==> config.mk <==
export PLATFORM = sky130hd
export DESIGN_NAME = ps2_mouse_packet_rx
export DESIGN_NICKNAME = d
export VERILOG_FILES = /design/src/rtl/ps2_mouse_packet_rx.sv
export SDC_FILE = /design/constraint.sdc
export NUM_CORES = 1
export LEC_CHECK = 0
export ABC_AREA = 1
export CAP_MARGIN = 40
export CORE_MARGIN = 2
export CORE_UTILIZATION = 55
export DETAILED_ROUTE_END_ITERATION = 8
export PLACE_DENSITY = 0.81
export SYNTH_ARGS = -nofsm -noshare
export SYNTH_HDL_FRONTEND = slang
export SYNTH_SLANG_ARGS = --single-unit
==> constraint.sdc <==
create_clock -name clock_100Mhz -period 3.2 [get_ports clock_100Mhz]
set_input_delay 0.64 -clock clock_100Mhz [delete_from_list [all_inputs] [get_ports clock_100Mhz]]
set_output_delay 0.64 -clock clock_100Mhz [all_outputs]
set_load 0.005 [all_outputs]
==> src/rtl/ps2_mouse_packet_rx.sv <==
// rtl/ps2_mouse_packet_rx.sv - PS/2 mouse receiver: oversampled frame decode and packet assembly
//
// Ports:
//   clock_100Mhz           system clock; every register lives in this domain
//   reset                  synchronous, active-high
//   Mouse_Clk, Mouse_Data  asynchronous PS/2 lines, synchronised and filtered here
//   packet_valid           one-cycle strobe; the field outputs update in the same cycle and then hold
//   btn_left/right/middle  button states from byte 0
//   dx, dy                 9-bit signed movement, {sign, byte}
//   dz                     4-bit signed wheel movement (0 in 3-byte mode)
//   x_ovf, y_ovf           overflow flags from byte 0
//   frame_err              one-cycle strobe on a rejected byte, a rejected packet or a timeout
//   busy                   frame or packet in progress
module ps2_mouse_packet_rx #(
  parameter int FILTER_LEN     = 8,
  parameter int TIMEOUT_CYCLES = 200000,
  parameter int PACKET_BYTES   = 3
) (
  input  logic       clock_100Mhz,
  input  logic       reset,
  input  logic       Mouse_Clk,
  input  logic       Mouse_Data,
  output logic       packet_valid,
  output logic       btn_left,
  output logic       btn_right,
  output logic       btn_middle,
  output logic [8:0] dx,
  output logic [8:0] dy,
  output logic [3:0] dz,
  output logic       x_ovf,
  output logic       y_ovf,
  output logic       frame_err,
  output logic       busy
);

  localparam int FW = $clog2(FILTER_LEN + 1);
  localparam int TW = $clog2(TIMEOUT_CYCLES + 1);
  localparam logic [FW-1:0] FILT_LAST = FW'(FILTER_LEN - 1);
  localparam logic [TW-1:0] TO_LAST   = TW'(TIMEOUT_CYCLES - 1);
  localparam logic [1:0]    LAST_IDX  = 2'(PACKET_BYTES - 1);

  typedef enum logic [1:0] {IDLE, DATA, PARITY, STOP} state_t;

  state_t        state_q, state_d;
  logic          clk_meta_q, clk_sync_q, dat_meta_q, dat_sync_q;
  logic          clk_f_q, clk_f_d;
  logic [FW-1:0] filt_cnt_q, filt_cnt_d;
  logic [TW-1:0] to_cnt_q, to_cnt_d;
  logic [2:0]    bitcnt_q, bitcnt_d;
  logic [7:0]    shift_q, shift_d;
  logic          par_q, par_d;
  logic [1:0]    idx_q, idx_d;
  // Byte 0 minus its always-one sync bit: {Yovf, Xovf, Ysign, Xsign, M, R, L}
  logic [6:0]    b0_q, b0_d;
  logic [7:0]    b1_q, b1_d, b2_q, b2_d;
  logic          pv_q, pv_d, fe_q, fe_d;
  logic          bl_q, bl_d, br_q, br_d, bm_q, bm_d, xo_q, xo_d, yo_q, yo_d;
  logic [8:0]    dx_q, dx_d, dy_q, dy_d;
  logic [3:0]    dz_q, dz_d;
  logic          sample_evt, busy_int, timeout, byte_ok;

  assign busy_int = (state_q != IDLE) || (idx_q != 2'd0);

  // The filtered clock flips on the FILTER_LEN-th consecutive sample that
  // disagrees with it; a falling flip is the sample event.
  assign sample_evt = (clk_sync_q != clk_f_q) && (filt_cnt_q == FILT_LAST) && !clk_sync_q;

  // A sample event landing on the terminal count suppresses the timeout.
  assign timeout = busy_int && !sample_evt && (to_cnt_q == TO_LAST);

  // 8 data bits plus parity must hold an odd number of ones, stop bit must be 1.
  assign byte_ok = (^{shift_q, par_q}) && dat_sync_q;

  always_comb begin
    clk_f_d    = clk_f_q;
    filt_cnt_d = '0;
    if (clk_sync_q != clk_f_q) begin
      if (filt_cnt_q == FILT_LAST) begin
        clk_f_d = clk_sync_q;
      end else begin
        filt_cnt_d = filt_cnt_q + 1'b1;
      end
    end
  end

  always_comb begin
    state_d  = state_q;
    bitcnt_d = bitcnt_q;
    shift_d  = shift_q;
    par_d    = par_q;
    idx_d    = idx_q;
    b0_d     = b0_q;
    b1_d     = b1_q;
    b2_d     = b2_q;
    pv_d     = 1'b0;
    fe_d     = 1'b0;
    bl_d     = bl_q;
    br_d     = br_q;
    bm_d     = bm_q;
    xo_d     = xo_q;
    yo_d     = yo_q;
    dx_d     = dx_q;
    dy_d     = dy_q;
    dz_d     = dz_q;
    to_cnt_d = (sample_evt || !busy_int || timeout) ? '0 : to_cnt_q + 1'b1;

    case (state_q)
      IDLE: begin
        if (sample_evt && !dat_sync_q) begin
          state_d  = DATA;
          bitcnt_d = 3'd0;
        end
      end
      DATA: begin
        if (sample_evt) begin
          shift_d  = {dat_sync_q, shift_q[7:1]};
          bitcnt_d = bitcnt_q + 3'd1;
          if (bitcnt_q == 3'd7) state_d = PARITY;
        end
      end
      PARITY: begin
        if (sample_evt) begin
          par_d   = dat_sync_q;
          state_d = STOP;
        end
      end
      STOP: begin
        if (sample_evt) begin
          state_d = IDLE;
          if (!byte_ok) begin
            fe_d  = 1'b1;
            idx_d = 2'd0;
          end else if (idx_q == 2'd0) begin
            // Bit 3 of byte 0 is the resync marker; a byte without it is dropped.
            if (shift_q[3]) begin
              b0_d  = {shift_q[7:4], shift_q[2:0]};
              idx_d = 2'd1;
            end else begin
              fe_d = 1'b1;
            end
          end else if (idx_q == LAST_IDX) begin
            pv_d  = 1'b1;
            idx_d = 2'd0;
            bl_d  = b0_q[0];
            br_d  = b0_q[1];
            bm_d  = b0_q[2];
            xo_d  = b0_q[5];
            yo_d  = b0_q[6];
            dx_d  = {b0_q[3], b1_q};
            dy_d  = {b0_q[4], (PACKET_BYTES == 4) ? b2_q : shift_q};
            dz_d  = (PACKET_BYTES == 4) ? shift_q[3:0] : 4'd0;
          end else begin
            if (idx_q == 2'd1) b1_d = shift_q;
            else               b2_d = shift_q;
            idx_d = idx_q + 2'd1;
          end
        end
      end
      default: state_d = IDLE;
    endcase

    if (timeout) begin
      state_d = IDLE;
      idx_d   = 2'd0;
      fe_d    = 1'b1;
    end
  end

  always_ff @(posedge clock_100Mhz) begin
    if (reset) begin
      state_q    <= IDLE;
      clk_meta_q <= 1'b1;
      clk_sync_q <= 1'b1;
      dat_meta_q <= 1'b1;
      dat_sync_q <= 1'b1;
      clk_f_q    <= 1'b1;
      filt_cnt_q <= '0;
      to_cnt_q   <= '0;
      bitcnt_q   <= 3'd0;
      shift_q    <= 8'd0;
      par_q      <= 1'b0;
      idx_q      <= 2'd0;
      b0_q       <= 7'd0;
      b1_q       <= 8'd0;
      b2_q       <= 8'd0;
      pv_q       <= 1'b0;
      fe_q       <= 1'b0;
      bl_q       <= 1'b0;
      br_q       <= 1'b0;
      bm_q       <= 1'b0;
      xo_q       <= 1'b0;
      yo_q       <= 1'b0;
      dx_q       <= 9'd0;
      dy_q       <= 9'd0;
      dz_q       <= 4'd0;
    end else begin
      state_q    <= state_d;
      clk_meta_q <= Mouse_Clk;
      clk_sync_q <= clk_meta_q;
      dat_meta_q <= Mouse_Data;
      dat_sync_q <= dat_meta_q;
      clk_f_q    <= clk_f_d;
      filt_cnt_q <= filt_cnt_d;
      to_cnt_q   <= to_cnt_d;
      bitcnt_q   <= bitcnt_d;
      shift_q    <= shift_d;
      par_q      <= par_d;
      idx_q      <= idx_d;
      b0_q       <= b0_d;
      b1_q       <= b1_d;
      b2_q       <= b2_d;
      pv_q       <= pv_d;
      fe_q       <= fe_d;
      bl_q       <= bl_d;
      br_q       <= br_d;
      bm_q       <= bm_d;
      xo_q       <= xo_d;
      yo_q       <= yo_d;
      dx_q       <= dx_d;
      dy_q       <= dy_d;
      dz_q       <= dz_d;
    end
  end

  assign packet_valid = pv_q;
  assign frame_err    = fe_q;
  assign btn_left     = bl_q;
  assign btn_right    = br_q;
  assign btn_middle   = bm_q;
  assign x_ovf        = xo_q;
  assign y_ovf        = yo_q;
  assign dx           = dx_q;
  assign dy           = dy_q;
  assign dz           = dz_q;
  assign busy         = busy_int;

endmodule

# Word-level counts from Yosys, hierarchy flattened
# Index checks and enable logic that the tools add are counted.
[totals]
out_inout_bits = 30
ram_bits = 0
memories = 0
latchBits = 0
rom_bits = 0
input_bits = 4
regBits = 83
elab_cells = 100
[op_classes]
n_eq_ne = 15
n_bitwise = 6
n_lt_le_gt_ge = 0
shifts = 0
div_mod_pow = 0
mul = 0
muxes = 20
n_reduce_logical = 32
addsub = 4
[op_table]
columns = ["operator", "count"]
rows = [
  ["$add 18x1->18 const B", 1],
  ["$eq 18x18->1 const B", 1],
  ["$mux 2", 9],
  ["$reduce_and 5->1", 3],
  ["$ne 2x2->1 const B", 5],
  ["$reduce_xor 9->1", 1],
  ["$pmux 2 s4", 1],
  ["$mux 1", 7],
  ["$eq 2x2->1 const B", 3],
  ["$logic_and 1x1->1", 6],
  ["$mux 3", 2],
  ["$not 1->1", 6],
  ["$pmux 3 s2", 1],
  ["$reduce_and 2->1", 3],
  ["$reduce_and 3->1", 2],
  ["$reduce_and 6->1", 1],
  ["$reduce_bool 2->1", 3],
  ["$reduce_or 5->1", 1],
  ["$add 4x1->4 const B", 1],
  ["$eq 2x1->1 const B", 2],
  ["$eq 4x3->1 const B", 1],
  ["$logic_not 1->1", 4],
  ["$logic_not 2->1", 2],
  ["$reduce_or 2->1", 2],
  ["other kinds (7)", 9],
]

# Logic depth before layout (Yosys ltp)
[depth]
word_depth = 8
ltp_mapped = 13
depth_no_buf = 12

# Worst setup path after synthesis
# Ideal clock, no wire load.
[synth_timing]
kind = "flip-flop to flip-flop"
startpoint = "register filt_cnt_q[0]"
endpoint = "register b1_q[1]"
path_slack_ps = 1379
synth_period_minus_slack_ps = 1821
setup_time_ps = 115
path_stages_with_launch = 11
arrival_ps = 1706
n_path_buf = 1
required_ps = 3085
cell_sequence = "dfxtp_1 ha_1 nand3_2 nor3_4 nand2_2 nor2_2 nand4_4 buf_4 nand2_1 o21ai_1 and2_1"
[synth_between]
elab_chain_cells = 4
[synth_lines]
columns = ["item", "line", "source"]
rows = [
  ["start, declared", "47", "logic [FW-1:0] filt_cnt_q, filt_cnt_d;"],
  ["start signal, assigned", "203", "filt_cnt_q <= filt_cnt_d;"],
  ["$eq 4x3->1", "66", "assign sample_evt = (clk_sync_q != clk_f_q) && (filt_cnt_q == FILT_LAST) && !clk_sync_q;"],
  ["$logic_and 1x1->1 (2 in series)", "66", ""],
  ["$reduce_and 6->1 (no line)", "n/a", ""],
  ["end signal, assigned", "184", "b1_q <= 8'd0;"],
  ["end signal, assigned", "210", "b1_q <= b1_d;"],
  ["end, declared", "55", "logic [7:0] b1_q, b1_d, b2_q, b2_d;"],
]
# No other way between the ends.
# A chain may end at the register's enable or synchronous reset.

# Final worst setup path
[layout_timing]
startpoint = "register filt_cnt_q[0]"
endpoint = "register dy_q[1] (netlist: dy[1])"
[layout_between]
elab_chain_cells = 4
[layout_lines]
columns = ["item", "line", "source"]
rows = [
  ["$eq 4x3->1", "66", ""],
  ["$logic_and 1x1->1 (2 in series)", "66", ""],
  ["$reduce_and 5->1 (no line)", "n/a", ""],
  ["end signal, assigned", "220", "dy_q <= dy_d;"],
  ["end, declared", "58", "logic [8:0] dx_q, dx_d, dy_q, dy_d;"],
]
# No other way between the ends.

==> flow_metrics.py <==
metrics = {
    "worst_setup_path": {
        "worstPathMaxFanout": 37,
        "arrival_ps": 2780,
        "max_stage_delay_ps": 510,
        "critical_path.cell_chain": "ha_1, nand3_2, nor3_4, nand2_2, nor3_4, nand4_4, nor2_1, nor2_1",
        "rr_startpoint": "filt_cnt_q[0]$_SDFF_PP0_",
        "crit_required_ps": 3450,
        "critPathBufInv": 0,
        "critPathSlowestCell": "nand4_4",
        "crit_type": "reg2reg",
        "crit_path_end_kind": "flop",
        "startpoint": "filt_cnt_q[0]$_SDFF_PP0_",
        "path_delay_family": "simple AND/OR/NAND/NOR gates",
        "reg2reg_slack_ps": 660,
        "worstSetupStartpointType": "flop",
    },
    "yosys": {
        "synth.distinct_cells": 36,
        "ys_seq_elements": 83,
        "netlist_area_um2": 3700,
        "yosys.area_share.simple_pct": 31.8,
        "synth_top_family_by_area": "simple AND/OR/NAND/NOR gates",
        "ys_seq_area_share_pct": 44.8,
        "yosys.area_share.adder_pct": 3.04,
        "netlist_instances": 497,
        "synthMuxAreaShare_pct": 0.270,
        "synth_compound_gate_area_share_pct": 7.97,
        "synth-async-reset-ratio_pct": 0,
        "synth_xor_area_share_pct": 2.60,
        "yosys_most_used_dff": "dfxtp_1",
        "yosys_warnings": 0,
        "syn_avg_cell_area_um2": 7.45,
        "synth_edf_count": 0,
    },
    "final_layout": {
        "fillCellCount": 534,
        "layout.nets": 536,
        "drive_gt1_share_pct": 6.44,
        "diodes": 0,
        "fin_util_pct": 65.1,
        "final_common_cell": "nand2_1",
        "finalNonFillerCells": 605,
        "synthToLayoutAreaGrowth_pct": 12.8,
        "final_cell_mix": "nand2_1 (116), dfxtp_1 (83), nor2_1 (66), inv_1 (59), a21oi_1 (32)",
    },
    "cts": {
        "cts.path.max_buffers": 2,
        "clkTransAtPathRegs_ps": 80,
        "cts_tree": "done",
        "post_cts_resized": 0,
        "numCtsBuffers": 9,
        "ctsHoldBuffers": 0,
        "cts.sinks": 83,
        "cts_setup_buffers": 0,
        "clock_latency_ps": 350,
        "cts_root_buffer": "clkbuf_8",
        "htree_levels": 3,
    },
    "global_routing": {
        "grt_pass1_vias": 2856,
        "grt_pass1_wl_mm": 12.1,
        "grt_usage_pct": 20.4,
        "antenna_found_initial": 0,
        "grt_max_degree": 38,
        "grt_overflow_total": 0,
    },
    "die": {
        "start_util_pct": 57.7,
        "dieArea_um2": 7410,
        "core_um2": 6420,
        "die-width_um": 86.1,
        "rows": 29,
        "dieHeight_um": 86.1,
        "num_io_pins": 34,
    },
    "routing": {
        "vias_per_cell": 5.13,
        "wl_per_cell_um": 11.9,
        "drt-pass1-iter-count": 4,
        "drc": 0,
        "ant_nets": 0,
        "totalWireLength_mm": 7.18,
        "vias": 3106,
        "first_iter_violations": 223,
    },
    "timing": {
        "fin_hold_ws_ps": 413,
        "grt_setup_unrepaired": "false",
        "worstMarginPinSlew_ps": 537,
        "setup-tns-final_ps": 0,
        "setup_viol": 0,
        "finClkSkew_ps": 9.99,
        "hold_viol_final": 0,
        "period_needed_ps": 2540,
        "fmax_ghz": 0.394,
        "final-max-slew-violation-count": 0,
        "relSlewSlack_pct": 64.2,
        "period_share_pct": 79.3,
    },
    "power": {
        "ir_drop_v": 0.000250,
        "p_per_area_nw_per_um2": 414,
        "p_leak_uw": 0.00173,
    },
    "hold_path": {
        "min_from": "dat_meta_q$_SDFF_PP1_",
        "min_path_type": "reg2reg",
    },
    "status": {
        "status": "completed",
    },
    "placement": {
        "hpwl_mm": 5.00,
        "port_buffers": 29,
        "gp_congestion": 0.904,
        "placed_cells": 589,
    },
    "run": {
        "cap_viol_max_count": 0,
    },
}
==> synth_stat cells, types with 2 or more instances <==
master	n	area [um^2]
nor4_1	2	12.5
o21ai_1	8	40.0
nor3_4	2	32.5
buf_2	5	25.0
clkbuf_1	6	22.5
nor2_1	66	248
nor3b_1	4	30.0
inv_1	59	221
xnor2_1	3	26.3
nand4_4	2	42.5
buf_4	7	52.6
o21ai_0	17	85.1
nand4_1	5	31.3
inv_2	2	7.51
nand3_2	2	20.0
nand2_2	2	12.5
nor3_1	10	50.1
and2_1	7	43.8
nand3b_1	10	75.1
dfxtp_1	83	1660
ha_1	9	113
nand2_1	116	435
xor2_1	8	70.1
or2_2	4	25.0
nand3_1	16	80.1
a21oi_1	32	160
==> per-layer routing <==
metal / track usage [%] / up-vias / wire length (um)
li1: - / 1606 / -
met1: 24.6 / 1425 / 3350
met2: 34.6 / 57 / 3380
met3: 5.00 / 18 / 287
met4: 8.37 / 0 / 157
met5: 0 / - / 0
==> layout make-up <==
| cell class | instances | area, um^2 | share of cell area [%] |
|---|---|---|---|
| Timing Repair Buffer | 32 | 313 | 7.48 |
| Clock buffer | 12 | 145 | 3.47 |
| Tap cell | 77 | 96.3 | 2.30 |
| Multi-Input combinational cell | 336 | 1710 | 40.9 |
| Clock inverter | 4 | 26.3 | 0.629 |
| Inverter | 61 | 229 | 5.48 |
| Sequential cell | 83 | 1660 | 39.7 |
==> metrics by stage <==
| stage | cell area, um^2 | worst slack, ps | total power, uW |
|---|---|---|---|
| 3_5_place_dp | 4010 | 702 | 1090 |
| 3_3_place_gp | 4010 | 858 | 1090 |
| 5_1_grt | 4180 | 378 | 1790 |
| 2_1_floorplan | 3720 | 1380 | 1080 |
| 4_1_cts | 4180 | 672 | 1740 |
| 6_report | 4180 | 661 | 1730 |
==> flip-flops by register name, indices dropped and copies added (netlist names), 3 cells and up <==
register	cells
shift_q	8
filt_cnt_q	4
to_cnt_q	18
bitcnt_q	3
dx	9
b0_q	7
b1_q	8
dy	9
==> where the power goes <==
part	internal (uW)	switching [uW]	total [uW]
combinational	8.94	16.1	25.0
sequential	1030	3.21	1040
clock	302	367	669
==> path summary, 6_finish.rpt <==
path | endpoint | cells past startpoint
setup / recovery | dy[1]$_SDFFE_PP0P_ | 8
hold / removal | dat_sync_q$_SDFF_PP1_ | 1
setup reg to reg | dy[1]$_SDFFE_PP0P_ | 8
hold reg to reg | dat_sync_q$_SDFF_PP1_ | 1
==> kinds of logic (layout without fill, tap and decap cells) <==
kind of cell	Yosys count	after routing
fa+ha+maj	9	9
compound gates	58	58
mux	1	1
flops	83	83
xor+xnor	11	11
buf+inv	81	109
simple gates	253	253
other cells	1	4
No activity file was read; power rests on OpenSTA's default activity.
